===== config.mk =====
export PLATFORM = sky130hd
export DESIGN_NAME = i2c_master_arbiter
export DESIGN_NICKNAME = d
export VERILOG_FILES = /design/src/rtl/i2c_master_arbiter.sv
export SDC_FILE = /design/constraint.sdc
export NUM_CORES = 1
export LEC_CHECK = 0
export CAP_MARGIN = 40
export CORE_UTILIZATION = 34
export CTS_CLUSTER_SIZE = 40
export DETAILED_ROUTE_END_ITERATION = 16
export PLACE_DENSITY = 0.79
export SLEW_MARGIN = 40
export SYNTH_ARGS = -nofsm -noshare
export SYNTH_HDL_FRONTEND = slang
export SYNTH_SLANG_ARGS = --single-unit

===== constraint.sdc =====
create_clock -name clk -period 2 [get_ports clk]
set_clock_uncertainty 0.2 [all_clocks]
set_input_delay 0.2 -clock clk [delete_from_list [all_inputs] [get_ports clk]]
set_output_delay 0.2 -clock clk [all_outputs]
set_load 0.05 [all_outputs]

===== src/rtl/i2c_master_arbiter.sv =====
`default_nettype none
// ============================================================================
// Module   : i2c_master_arbiter
// Purpose  : Round-robin scheduler sharing one I2C master engine among
//            NUM_REQ requesters. Grants one single-byte write at a time,
//            latches its fields, pulses the master enable, holds the fields
//            until the master reports done, then pulses req_done back to the
//            owning requester.
// Ports    : clk, rst            - clock, synchronous active-high reset
//            req_valid/ready     - per-requester handshake (ready one-hot)
//            req_dev_addr        - 7 bits per requester, slice i = requester i
//            req_data_addr       - 8 bits per requester
//            req_wdata           - 8 bits per requester
//            req_done/req_err    - one-cycle completion / error pulses
//            m_i2c_en            - one-cycle enable pulse to the master
//            m_device_addr/m_data_addr/m_write_data - latched fields
//            m_done_flag         - master transaction complete
//            busy                - high whenever the FSM is not idle
// Options  : I2C_ARB_TIMEOUT_EN  - builds a WAIT-state watchdog of
//            TIMEOUT_CYCLES cycles that completes the transaction with
//            req_err set; when undefined req_err is tied low.
// Revision : 1.0 - initial release
// ============================================================================
module i2c_master_arbiter #(
  parameter int NUM_REQ        = 4,
  parameter int TIMEOUT_CYCLES = 65535
) (
  input  logic                   clk,
  input  logic                   rst,
  input  logic [NUM_REQ-1:0]     req_valid,
  input  logic [7*NUM_REQ-1:0]   req_dev_addr,
  input  logic [8*NUM_REQ-1:0]   req_data_addr,
  input  logic [8*NUM_REQ-1:0]   req_wdata,
  output logic [NUM_REQ-1:0]     req_ready,
  output logic [NUM_REQ-1:0]     req_done,
  output logic [NUM_REQ-1:0]     req_err,
  output logic                   m_i2c_en,
  output logic [6:0]             m_device_addr,
  output logic [7:0]             m_data_addr,
  output logic [7:0]             m_write_data,
  input  logic                   m_done_flag,
  output logic                   busy
);

  localparam int IDX_W = $clog2(NUM_REQ);
  localparam logic [NUM_REQ-1:0] ONE_HOT0 = {{(NUM_REQ-1){1'b0}}, 1'b1};
  localparam logic [IDX_W-1:0]   LAST_IDX = IDX_W'(NUM_REQ - 1);

  typedef enum logic [1:0] {
    S_IDLE  = 2'd0,
    S_ISSUE = 2'd1,
    S_WAIT  = 2'd2,
    S_DONE  = 2'd3
  } state_t;

  state_t           state, state_nxt;
  logic [IDX_W-1:0] ptr;
  logic [IDX_W-1:0] gnt;
  logic [IDX_W-1:0] sel;
  logic             any_valid;
  logic             timeout_hit;
  int               idx;

  // Rotating priority search: first valid index at or above ptr, wrapping.
  always_comb begin
    sel       = '0;
    any_valid = 1'b0;
    idx       = 0;
    for (int k = 0; k < NUM_REQ; k++) begin
      idx = int'(ptr) + k;
      if (idx >= NUM_REQ) idx = idx - NUM_REQ;
      if (!any_valid && req_valid[idx]) begin
        any_valid = 1'b1;
        sel       = IDX_W'(idx);
      end
    end
  end

  // Ready is masked while rst is high so no requester sees a handshake
  // that the reset is about to discard.
  assign req_ready = (state == S_IDLE && !rst && any_valid) ? (ONE_HOT0 << sel) : '0;

`ifdef I2C_ARB_TIMEOUT_EN
  localparam int CNT_W = $clog2(TIMEOUT_CYCLES + 1);
  logic [CNT_W-1:0] wait_cnt;

  // Counter is zero in the first WAIT cycle, so reaching TIMEOUT_CYCLES-1
  // without done means the next edge is the TIMEOUT_CYCLES-th WAIT cycle.
  always_ff @(posedge clk) begin
    if (rst)                 wait_cnt <= '0;
    else if (state == S_ISSUE) wait_cnt <= '0;
    else if (state == S_WAIT)  wait_cnt <= wait_cnt + 1'b1;
  end

  assign timeout_hit = (state == S_WAIT) && (wait_cnt == CNT_W'(TIMEOUT_CYCLES - 1));

  always_ff @(posedge clk) begin
    if (rst) begin
      req_err <= '0;
    end else begin
      req_err <= '0;
      if (state == S_WAIT && !m_done_flag && timeout_hit)
        req_err <= ONE_HOT0 << gnt;
    end
  end
`else
  logic unused_timeout_cfg;
  assign unused_timeout_cfg = (TIMEOUT_CYCLES == 0);
  assign timeout_hit        = 1'b0;
  assign req_err            = '0;
`endif

  always_ff @(posedge clk) begin
    if (rst) state <= S_IDLE;
    else     state <= state_nxt;
  end

  always_comb begin
    state_nxt = state;
    case (state)
      S_IDLE:  if (any_valid) state_nxt = S_ISSUE;
      S_ISSUE: state_nxt = S_WAIT;
      S_WAIT:  if (m_done_flag || timeout_hit) state_nxt = S_DONE;
      S_DONE:  state_nxt = S_IDLE;
      default: state_nxt = S_IDLE;
    endcase
  end

  always_ff @(posedge clk) begin
    if (rst) begin
      ptr           <= '0;
      gnt           <= '0;
      m_i2c_en      <= 1'b0;
      m_device_addr <= '0;
      m_data_addr   <= '0;
      m_write_data  <= '0;
      req_done      <= '0;
      busy          <= 1'b0;
    end else begin
      m_i2c_en <= 1'b0;
      req_done <= '0;
      busy     <= (state_nxt != S_IDLE);
      case (state)
        S_IDLE: begin
          if (any_valid) begin
            gnt           <= sel;
            m_device_addr <= req_dev_addr[sel*7 +: 7];
            m_data_addr   <= req_data_addr[sel*8 +: 8];
            m_write_data  <= req_wdata[sel*8 +: 8];
            m_i2c_en      <= 1'b1;  // high exactly while in ISSUE
          end
        end
        S_WAIT: begin
          if (m_done_flag || timeout_hit) req_done <= ONE_HOT0 << gnt;
        end
        S_DONE: begin
          ptr <= (gnt == LAST_IDX) ? '0 : gnt + 1'b1;
        end
        default: ;
      endcase
    end
  end

endmodule
`default_nettype wire


==> results of run 1 <==
[per-layer routing]
layer | track usage, % | wire [um]
met5 | 0 | 0
met4 | 7.99 | 116
met3 | 4.08 | 472
met2 | 41.2 | 4030
met1 | 27.2 | 3370
[critical path, stage by stage (launching register included)]
cell and delay, ns:
dfxtp_4 0.37, buf_6 0.13, o21a_1 0.10, o211ai_1 0.28, buf_4 0.18, and2_4 0.14
buf_8 0.13
[flip-flops by register name (all words and copies together), names as in the netlist]
| signal | cells |
|---|---|
| m_data_addr | 8 |
| busy | 1 |
| m_write_data | 8 |
| req_done | 4 |
| m_device_addr | 7 |
| ptr | 2 |
| state | 2 |
| gnt | 2 |
| m_i2c_en | 1 |
[layout by cell type (no fill, tap or decap), types with 2 or more instances in the layout]
cell | Yosys | layout
a21oi_1 | 8 | 6
a21oi_2 | 0 | 2
a221o_1 | 20 | 20
a221oi_1 | 3 | 3
and2_1 | 4 | 3
buf_4 | 6 | 23
buf_6 | 1 | 5
clkbuf_8 | 0 | 6
clkdlybuf4s50_1 | 0 | 123
conb_1 | 1 | 4
dfxtp_1 | 35 | 33
dfxtp_4 | 0 | 2
dlygate4sd2_1 | 0 | 3
ha_1 | 5 | 4
inv_1 | 6 | 6
mux2i_1 | 26 | 25
nand2_1 | 47 | 47
nand2b_1 | 3 | 3
nor2_1 | 55 | 53
nor2b_1 | 2 | 2
o21ai_0 | 8 | 5
o21ai_1 | 16 | 19
o221a_2 | 2 | 2
o32ai_1 | 3 | 3
or3_1 | 3 | 3
[power groups by stage]
stage                     logic (mW)  registers (mW)  clock network (mW)
after global placement          2.98            1.13                   0
after CTS                       3.07            1.13               0.531
after floorplan                 1.17            1.97                   0
after detailed placement        3.02            1.15                   0
final                           3.11            1.13               0.525
after global routing            3.33            1.17               0.558
[kinds of logic (layout without fill, tap and decap cells)]
family          Yosys count  in the layout  synth area share [%]
simple gates            119            119                  22.4
compound gates           67             68                  23.5
flops                    35             35                  31.6
buf+inv                  30            171                  7.89
mux                      26             26                  11.7
fa+ha+maj                 5              5                  2.82
other cells               1              4                 0.169
[worst min-delay path by stage]
stage	startpoint	endpoint	slack, ns	depth (start not counted)
floorplan	m_done_flag	req_done[0]	0.15	2
global placement	gnt[1]	req_done[1]	0.28	1
detailed placement	gnt[1]	req_done[1]	0.28	1
CTS	gnt[1]	req_done[1]	0.30	1
global route	gnt[0]	req_done[2]	0.35	1
finish	gnt[1]	req_done[1]	0.30	1
[area by class of cell]
| type | count | area (um^2) |
|---|---|---|
| well taps | 77 | 96.3 |
| fillers | 553 | 2460 |
| repair buffers | 158 | 1530 |
| multi-input cells | 222 | 1400 |
| flip-flops and latches | 35 | 708 |
| inverters | 6 | 22.5 |
| clock inverters | 1 | 5.00 |
| clock buffers | 6 | 82.6 |
[stage by stage]
stage | setup slack, ns | instances | utilization, % | total power [mW]
final | -0.0215 | 505 | 61.0 | 4.76
after floorplan | 0.0576 | 286 | - | 3.13
after detailed placement | -0.356 | 493 | 58.0 | 4.17
after global routing | -0.0697 | 505 | 61.0 | 5.05
after CTS | 0.00487 | 503 | 60.3 | 4.73
after global placement | -0.272 | 493 | 58.0 | 4.11
[what timing repair did]
item / in CTS / in global routing
buffers inserted: 2 / 1
cloned: 1 / 1
pin swaps: 2 / 2
endpoints found under the setup margin: 17 / 8
gates resized for setup: 13 / 16
==> summary.md, run 1 <==
| Metric | Value |
|---|---|
| Async set or reset register ratio after synthesis | `0%` |
| Hpwl dp | `5660 um` |
| Top-count cell post-synth | `nor2_1` |
| Clock sink total | `35` |
| Number of cell rows | `29` |
| Sw frac | `48.1%` |
| Clk_lat worst skew | `0.28 ns` |
| Initial Utilization | `35.2%` |
| Drt pass-1 iters | `4` |
| Post-Syn Instances | `283` |
| PortBufs | `131` |
| Slew @ Worst Pin | `0.534 ns` |
| CP arrival | `1.62 ns` |
| Initial DRC count | `110` |
| DR WL/cell | `15.8 um` |
| RSZ-0062 raised after global routing | `true` |
| Area delta synth->final | `73.4%` |
| Reg clk slew, reported paths | `0.07 ns` |
| Violated checks | `setup timing` |
| Number of synthesized flops with an enable pin | `0` |
| CTS Buf Count | `5` |
| Post-synthesis area per instance | `7.84 um^2` |
| Via/cell ratio | `5.20` |
| Ys Warns | `0` |
| #FFs+latches synth | `35` |
| Reg-to-Reg End | `m_data_addr[5]` |
| Top_reg_cell synth | `dfxtp_1` |
| Status | `finished with violations` |
| Area contributors post-synth | `dfxtp_1, mux2i_1, nor2_1` |
| Synth unique cells | `35` |
| Setup WS post-layout | `-0.0215 ns` |
| Leak | `1.54 nW` |
| Number of antenna diodes | `0` |
| Total track usage | `22.9%` |
| Minimum clock period | `2.02 ns` |
| CORE AREA | `6310 um^2` |
| CTS Hold Bufs | `0` |
| IO Count | `136` |
| Max transition margin | `64.3%` |
| Final wirelength | `7990 um` |
| Largest net degree at the start of global routing | `35` |
| Drt drc | `0` |
| Die W | `82.8 um` |
| Height of the die | `82.8 um` |
| Worst-case hold slack | `0.295 ns` |
| Critical Path Sink Type | `primary output` |
| Root Driver | `clkbuf_8` |
| Setup CP Type | `reg2out` |
| Slew Limit Fails | `0` |
| DP Area | `3660 um^2` |
| Mapped Area | `2220 um^2` |
| Final-report hold violation count | `0` |
| DRT antenna net count | `0` |
| Top-area cell type share of the netlist area | `31.6%` |
| Vias in the first global route | `2,725` |
| Max Cap Violations | `0` |
| First-pass GRT wire length | `12,600 um` |
| Fraction of layout cells with a size suffix above 1 | `12.9%` |
| Final setup fails | `1` |
| Fin crit share | `101%` |
| Comb pwr share | `65.2%` |
| Worst R2R Start | `ptr[1]` |
| Layout Nets | `532` |
| Required time worst endpoint | `1.60 ns` |
| Critical path launch point type | `register` |
| Crit path from | `ptr[1]` |
| Worst-path fanout max | `6` |
| Flop2flop setup slack | `0.09 ns` |
| Worst Hold Class | `reg2reg` |
| CTS tree | `built` |
| Maximum clock path buffer count | `2` |
| F_max | `0.495 GHz` |
| Switch Pwr | `2.29 mW` |
| Internal | `2.47 mW` |
| Commonest cells post-synth | `nor2_1, nand2_1, dfxtp_1` |
| PwrDens | `1240 nW/um^2` |
| Vias | `2,626` |
| Full die area | `6860 um^2` |
| Worst vdd ir | `0.726 mV` |
| Post-synthesis sequential area ratio | `31.6%` |
| Flop pwr share | `23.8%` |
| Critical path destination | `req_ready[0]` |
| GRT overflow | `0` |
| Cell area after layout | `3850 um^2` |
| Number of H-tree branching levels | `2` |
| Final Wtd Congestion | `0.848` |
| Synth area leader | `dfxtp_1` |
| Worst R2R Path Depth | `7` |
| Initial antenna violation count | `0` |
| Clock Power Share | `11.0%` |
| TNS Setup | `-0.0215 ns` |
(Power assumes the default switching activity.)
==> run 2, diff against run 1 <==
==> constraint.sdc (replaced) <==
create_clock -name clk -period 1.8 [get_ports clk]
set_clock_uncertainty 0.2 [all_clocks]
set_input_delay 0.36 -clock clk [delete_from_list [all_inputs] [get_ports clk]]
set_output_delay 0.36 -clock clk [all_outputs]
set_load 0.05 [all_outputs]
==> run 2 against run 1 <==
Compared with the run above:
- sequential cell count did not move
- routed wire length increased by 0.68%
- largest power group unchanged
- worst hold slack better by 0.023 ns
- non-clock buffer count grew 19
- the flow still finishes with violations (setup timing)
- cell count grew 3.8%
- critical path depth did not move
- highest routed layer unchanged
- critical path type is now in2out
- combinational power is 20% higher
==> summary.md, run 2 (synthesized netlist as in run 1, its figures left out) <==
| Metric | Value |
|---|---|
| Worst-path fanout max | `6 (unchanged)` |
| Layout Nets | `550 (was 532)` |
| CTS Buf Count | `5 (unchanged)` |
| Maximum clock path buffer count | `2 (unchanged)` |
| TNS Setup | `-4.33 ns (was -0.0215 ns)` |
| Number of H-tree branching levels | `2 (unchanged)` |
| DR WL/cell | `15.3 um (was 15.8 um)` |
| Initial Utilization | `35.2% (unchanged)` |
| Clk_lat worst skew | `0.28 ns (about the same)` |
| Number of cell rows | `29 (unchanged)` |
| GRT overflow | `0 (unchanged)` |
| CORE AREA | `6310 um^2 (unchanged)` |
| Slew Limit Fails | `0 (unchanged)` |
| Setup WS post-layout | `-0.215 ns (was -0.0215 ns)` |
| PwrDens | `1350 nW/um^2 (was 1240 nW/um^2)` |
| Via/cell ratio | `5.15 (was 5.20)` |
| Vias in the first global route | `2,745 (was 2,725)` |
| Critical Path Sink Type | `primary output (unchanged)` |
| Reg clk slew, reported paths | `0.07 ns (about the same)` |
| Final-report hold violation count | `0 (unchanged)` |
| Worst-case hold slack | `0.318 ns (was 0.295 ns)` |
| Initial DRC count | `112 (was 110)` |
| Worst R2R Start | `ptr[1] (unchanged)` |
| Largest net degree at the start of global routing | `26 (was 35)` |
| Fin crit share | `112%` |
| Leak | `1.75 nW (was 1.54 nW)` |
| Flop2flop setup slack | `-0.21 ns (was 0.09 ns)` |
| Critical path launch point type | `input pin (was register)` |
| Switch Pwr | `2.63 mW (was 2.29 mW)` |
| Most common cell after layout, fill and taps aside | `clkdlybuf4s50_1 (unchanged)` |
| CTS tree | `built (unchanged)` |
| Final Wtd Congestion | `0.803 (was 0.848)` |
| Root Driver | `clkbuf_8 (unchanged)` |
| Violated checks | `setup timing (unchanged)` |
| Clock Power Share | `11.0% (about the same)` |
| Hold Path End | `req_done[2] (was req_done[1])` |
| Internal | `3.02 mW (was 2.47 mW)` |
| Full die area | `6860 um^2 (unchanged)` |
| Drt drc | `0 (unchanged)` |
| Max Cap Violations | `0 (unchanged)` |
| Hold Startpoint | `gnt[1] (unchanged)` |
| Comb pwr share | `66.0% (was 65.2%)` |
| Cell depth of the worst hold path | `2 (was 1)` |
| Reg-to-Reg End | `m_data_addr[4] (was m_data_addr[5])` |
| Status | `finished with violations (unchanged)` |
| RSZ-0062 raised after global routing | `true (unchanged)` |
| Drt pass-1 iters | `4 (unchanged)` |
| Worst Hold Class | `reg2reg (unchanged)` |
| DRT antenna net count | `0 (unchanged)` |
| Fin util | `66.2% (was 61.0%)` |
| Sw frac | `46.6% (was 48.1%)` |
| Worst vdd ir | `1.23 mV (was 0.726 mV)` |
| Hpwl dp | `5740 um (was 5660 um)` |
| Final setup fails | `27 (was 1)` |
| Registers with the most flip-flops | `m_data_addr x8, m_write_data x8, m_device_addr x7 (unchanged)` |
| Crit path from | `req_valid[0] (was ptr[1])` |
| Layout Cells excl Fill | `524 (was 505)` |
| Fraction of layout cells with a size suffix above 1 | `27.5% (was 12.9%)` |
| Vias | `2,697 (was 2,626)` |
| First-pass GRT wire length | `12,900 um (was 12,600 um)` |
| Most frequent cells in the layout | `clkdlybuf4s50_1, buf_4, nor2_1 (was clkdlybuf4s50_1, nor2_1, nand2_1)` |
| IO Count | `136 (unchanged)` |
| PortBufs | `131 (unchanged)` |
| Required time worst endpoint | `1.24 ns (was 1.60 ns)` |
| Final wirelength | `8040 um (was 7990 um)` |
| Minimum clock period | `2.01 ns` |
| Flop pwr share | `23.0% (was 23.8%)` |
| F_max | `0.496 GHz` |
| Total track usage | `22.9% (about the same)` |
| Die W | `82.8 um (unchanged)` |
| Clock sink total | `35 (unchanged)` |
| Number of antenna diodes | `0 (unchanged)` |
| Setup CP Type | `in2out (was reg2out)` |
| Area delta synth->final | `88.3% (was 73.4%)` |
| Inst Count DP | `502 (was 493)` |
| CP arrival | `1.45 ns (was 1.62 ns)` |
| Height of the die | `82.8 um (unchanged)` |
| Worst R2R Path Depth | `8 (was 7)` |
| Initial antenna violation count | `0 (unchanged)` |
-- run 2: cell count changes in the layout (fill, tap and decap cells not counted), sizes merged --
cell | before | now
buf | 30 | 81
clkbuf | 8 | 9
clkdlybuf4s15 | 0 | 1
clkdlybuf4s50 | 123 | 94
clkinv | 1 | 0
dlygate4sd2 | 3 | 0
o221a | 3 | 2
-- run 2: repair_timing --
| item | CTS | global route |
|---|---|---|
| pin swaps | 11 | 31 |
| gates cloned | 1 | 1 |
| hold buffers | 0 | 0 |
| setup endpoints to repair | 30 | 28 |
| endpoints found under the hold margin | 0 | 0 |
| buffers inserted | 10 | 3 |
| gates resized for setup | 43 | 27 |
-- run 2: worst max path at each step --
| stage | to |
|---|---|
| after floorplan | req_ready[0] |
| after global placement | req_ready[2] |
| after detailed placement | m_write_data[3] |
| after CTS | req_ready[2] |
| after global routing | m_data_addr[4] |
| final | req_ready[3] |
-- run 2: stage by stage --
stage | instance area, um^2 | total power [mW] | setup WS (ns)
finish | 4180 | 5.65 | -0.215
global route | 4180 | 6.01 | -0.291
CTS | 4040 | 5.54 | -0.249
detailed placement | 3780 | 4.80 | -0.668
global placement | 3780 | 4.72 | -0.636
floorplan | 2260 | 3.52 | -0.265
-- run 2: cell type report --
| cell class | instances | area (um^2) |
|---|---|---|
| inverters | 6 | 22.5 |
| repair buffers | 177 | 1760 |
| flip-flops and latches | 35 | 709 |
| well taps | 77 | 96.3 |
| fillers | 521 | 2130 |
| clock buffers | 8 | 100 |
| multi-input cells | 221 | 1490 |
-- run 2: critical path, cell delays in order --
cell and delay (ns):
clkdlybuf4s15_2 0.24, buf_4 0.18, a21oi_4 0.15, o221a_2 0.23, and2_4 0.15, buf_8 0.14
-- run 2: power groups by stage --
stage	logic, mW	clock network [mW]	registers (mW)
detailed placement	3.48	0	1.31
CTS	3.61	0.634	1.30
global placement	3.42	0	1.30
floorplan	1.33	0	2.19
finish	3.73	0.622	1.30
global route	4.00	0.670	1.34
-- run 2: routing by layer --
layer	GRT usage, %	vias up	share of wire [%]
li1	-	1314	-
met3	3.78	10	5.3
met1	27.1	1264	41
met2	42.8	109	52
met4	5.02	0	1.5
met5	0	-	0
==> run 3, diff against run 2 <==
Settings changed: CORE_UTILIZATION 34 to 57, DONT_BUFFER_PORTS set to 1, PLACE_DENSITY 0.79 to 0.76.
==> run 3 against run 2 <==
Compared with the run above:
- the flow still finishes with violations (setup timing)
- sequential power rose by 42%
- die area decreased by 40%
- final area is 34% lower
- setup slack improved by 0.0050 ns
- worst hold slack worse by 0.31 ns
- routed wire length fell by 22%
- core utilization increased by 9.0 points
- critical path type is now reg2out
- largest cell class is now multi-input combinational cells
- largest power group unchanged
==> summary.md, run 3 (synthesized netlist as in run 1, its figures left out) <==
| Metric | Value |
|---|---|
| DRT antenna net count | `0 (unchanged)` |
| TNS Setup | `-2.41 ns (was -4.33 ns)` |
| Final wirelength | `6270 um (was 8040 um)` |
| Via/cell ratio | `5.97 (was 5.15)` |
| Critical Path Sink Type | `primary output (unchanged)` |
| Full die area | `4150 um^2 (was 6860 um^2)` |
| Final Wtd Congestion | `0.869 (was 0.803)` |
| Drt drc | `0 (unchanged)` |
| Fin crit share | `112% (about the same)` |
| Worst path cell trace | `buf_6 > nor2b_4 > o21ai_2 > a21boi_1 > buf_4 > and2_4 (was clkdlybuf4s15_2 > buf_4 > a21oi_4 > o221a_2 > and2_4 > buf_8)` |
| Largest net degree at the start of global routing | `31 (was 26)` |
| Initial Utilization | `60.2% (was 35.2%)` |
| Cell area after layout | `2770 um^2 (was 4180 um^2)` |
| F_max | `0.498 GHz (was 0.496 GHz)` |
| Initial DRC count | `203 (was 112)` |
| DR WL/cell | `17.3 um (was 15.3 um)` |
| Worst Hold Class | `in2reg (was reg2reg)` |
| Crit-path slowest cell | `dfxtp_4 (was clkdlybuf4s15_2)` |
| Most frequent cells in the layout | `nor2_1, nand2_1, buf_4 (was clkdlybuf4s50_1, buf_4, nor2_1)` |
| Delay of the slowest cell on the worst path | `0.37 ns (was 0.24 ns)` |
| Setup CP Type | `reg2out (was in2out)` |
| Worst-case hold slack | `0.00894 ns (was 0.318 ns)` |
| Total track usage | `31.9% (was 22.9%)` |
| Vias in the first global route | `2,182 (was 2,745)` |
| Status | `finished with violations (unchanged)` |
| Worst vdd ir | `0.994 mV (was 1.23 mV)` |
| Reg clk slew, reported paths | `0.07 ns (about the same)` |
| Gr busiest metal | `met2 (unchanged)` |
| First-pass GRT wire length | `10,100 um (was 12,900 um)` |
| Clock sink total | `35 (unchanged)` |
| CORE AREA | `3690 um^2 (was 6310 um^2)` |
| Multi-input logic area | `1490 um^2 (unchanged)` |
| CP arrival | `1.45 ns (about the same)` |
| Max transition margin | `65.2%` |
| Number of H-tree branching levels | `2 (unchanged)` |
| Met2 Use GR | `56.2% (was 42.8%)` |
| Most common cell after layout, fill and taps aside | `nor2_1 (was clkdlybuf4s50_1)` |
| Final setup fails | `27 (unchanged)` |
| Clk_lat worst skew | `0.29 ns (was 0.28 ns)` |
| Seq. cell area | `712 um^2 (was 709 um^2)` |
| Final-report hold violation count | `0 (unchanged)` |
| Slew @ Worst Pin | `0.522 ns` |
| Initial antenna violation count | `0 (unchanged)` |
| Registers with the most flip-flops | `m_data_addr x8, m_write_data x8, m_device_addr x7 (unchanged)` |
| Vias | `2,166 (was 2,697)` |
| Fin util | `75.2% (was 66.2%)` |
| Met1 Resource Use GR | `37.7% (was 27.1%)` |
| Slew Limit Fails | `0 (unchanged)` |
| Worst-path fanout max | `6 (unchanged)` |
| Number of cell rows | `22 (was 29)` |
| CTS tree | `built (unchanged)` |
| Max Cap Violations | `0 (unchanged)` |
| Number of antenna diodes | `0 (unchanged)` |
| Violated checks | `setup timing (unchanged)` |
| Layout Nets | `418 (was 550)` |
| RSZ-0062 raised after global routing | `true (unchanged)` |
| GRT overflow | `0 (unchanged)` |
| PortBufs | `0 (was 131)` |
| Fillers | `272 (was 521)` |
| Required time worst endpoint | `1.24 ns (about the same)` |
| Minimum clock period | `2.01 ns (about the same)` |
| M3 GR Usage | `5.36% (was 3.78%)` |
| Height of the die | `64.4 um (was 82.8 um)` |
| Leak | `1.16 nW (was 1.75 nW)` |
| Hpwl dp | `4080 um (was 5740 um)` |
| Setup WS post-layout | `-0.210 ns (was -0.215 ns)` |
| Root Driver | `clkbuf_8 (unchanged)` |
| Drt pass-1 iters | `4 (unchanged)` |
| CTS Buf Count | `5 (unchanged)` |
| Area delta synth->final | `25.0% (was 88.3%)` |
| PwrDens | `1770 nW/um^2 (was 1350 nW/um^2)` |
| Maximum clock path buffer count | `2 (unchanged)` |
| Pre-CTS setup slack | `-0.120 ns (was -0.668 ns)` |
| DP Area | `2360 um^2 (was 3780 um^2)` |
| Die W | `64.4 um (was 82.8 um)` |
| IO Count | `136 (unchanged)` |
| Critical path launch point type | `register (was input pin)` |
| Fraction of layout cells with a size suffix above 1 | `25.7% (was 27.5%)` |
run 3: changes by cell type in the layout (fill, tap and decap cells not counted), sizes merged:
cell,delta
o221a,+1
clkdlybuf4s50,-94
buf,-42
clkinv,+1
dlygate4sd3,+5
clkbuf,-2
clkdlybuf4s15,-1
run 3: repair_timing:
action / CTS / global route
gates resized for setup: 24 / 18
pin swaps: 20 / 4
hold buffers: 5 / 1
endpoints found under the setup margin: 27 / 31
gates cloned: 2 / 0
buffers inserted: 12 / 2
hold endpoints to repair: 10 / 1
run 3: worst paths after layout:
| path | end | startpoint | slack, ns | depth (start not counted) |
|---|---|---|---|---|
| min reg2reg | req_done[2] | gnt[0] | 0.30 | 1 |
| min | m_data_addr[4] | rst | 0.009 | 1 |
| max reg2reg | m_write_data[5] | ptr[1] | -0.12 | 8 |
| max | req_ready[2] | ptr[1] | -0.21 | 6 |
run 3: metal layers:
| metal | wire length, um | up-vias |
|---|---|---|
| li1 | - | 1052 |
| met1 | 2450 | 977 |
| met2 | 3150 | 119 |
| met3 | 508 | 18 |
| met4 | 155 | 0 |
| met5 | 0 | - |
run 3: final cells by class:
cell class | count | share of cell area (%)
clock buffers | 7 | 2.75
clock inverters | 1 | 0.180
inverters | 6 | 0.812
multi-input cells | 222 | 53.6
flip-flops and latches | 35 | 25.7
well taps | 48 | 2.17
repair buffers | 44 | 14.8
run 3: critical path: cells and delay by family, from the launching register on:
kind / cells / cell delay [ns]
buffers and inverters: 2 / 0.26
AO/OA/AOI/OAI: 2 / 0.20
AND/OR/NAND/NOR: 2 / 0.33
flip-flops: 1 / 0.37
run 3: stage by stage:
stage / total power [mW] / instances
after global routing: 5.23 / 363
after floorplan: 3.52 / 286
final: 4.91 / 363
after detailed placement: 4.06 / 334
after global placement: 4.03 / 334
after CTS: 4.84 / 361
run 3: power by group:
group	total [mW]	internal [mW]	switching, mW
clock network	0.547	0.271	0.276
logic	2.52	1.07	1.44
registers	1.84	1.09	0.755
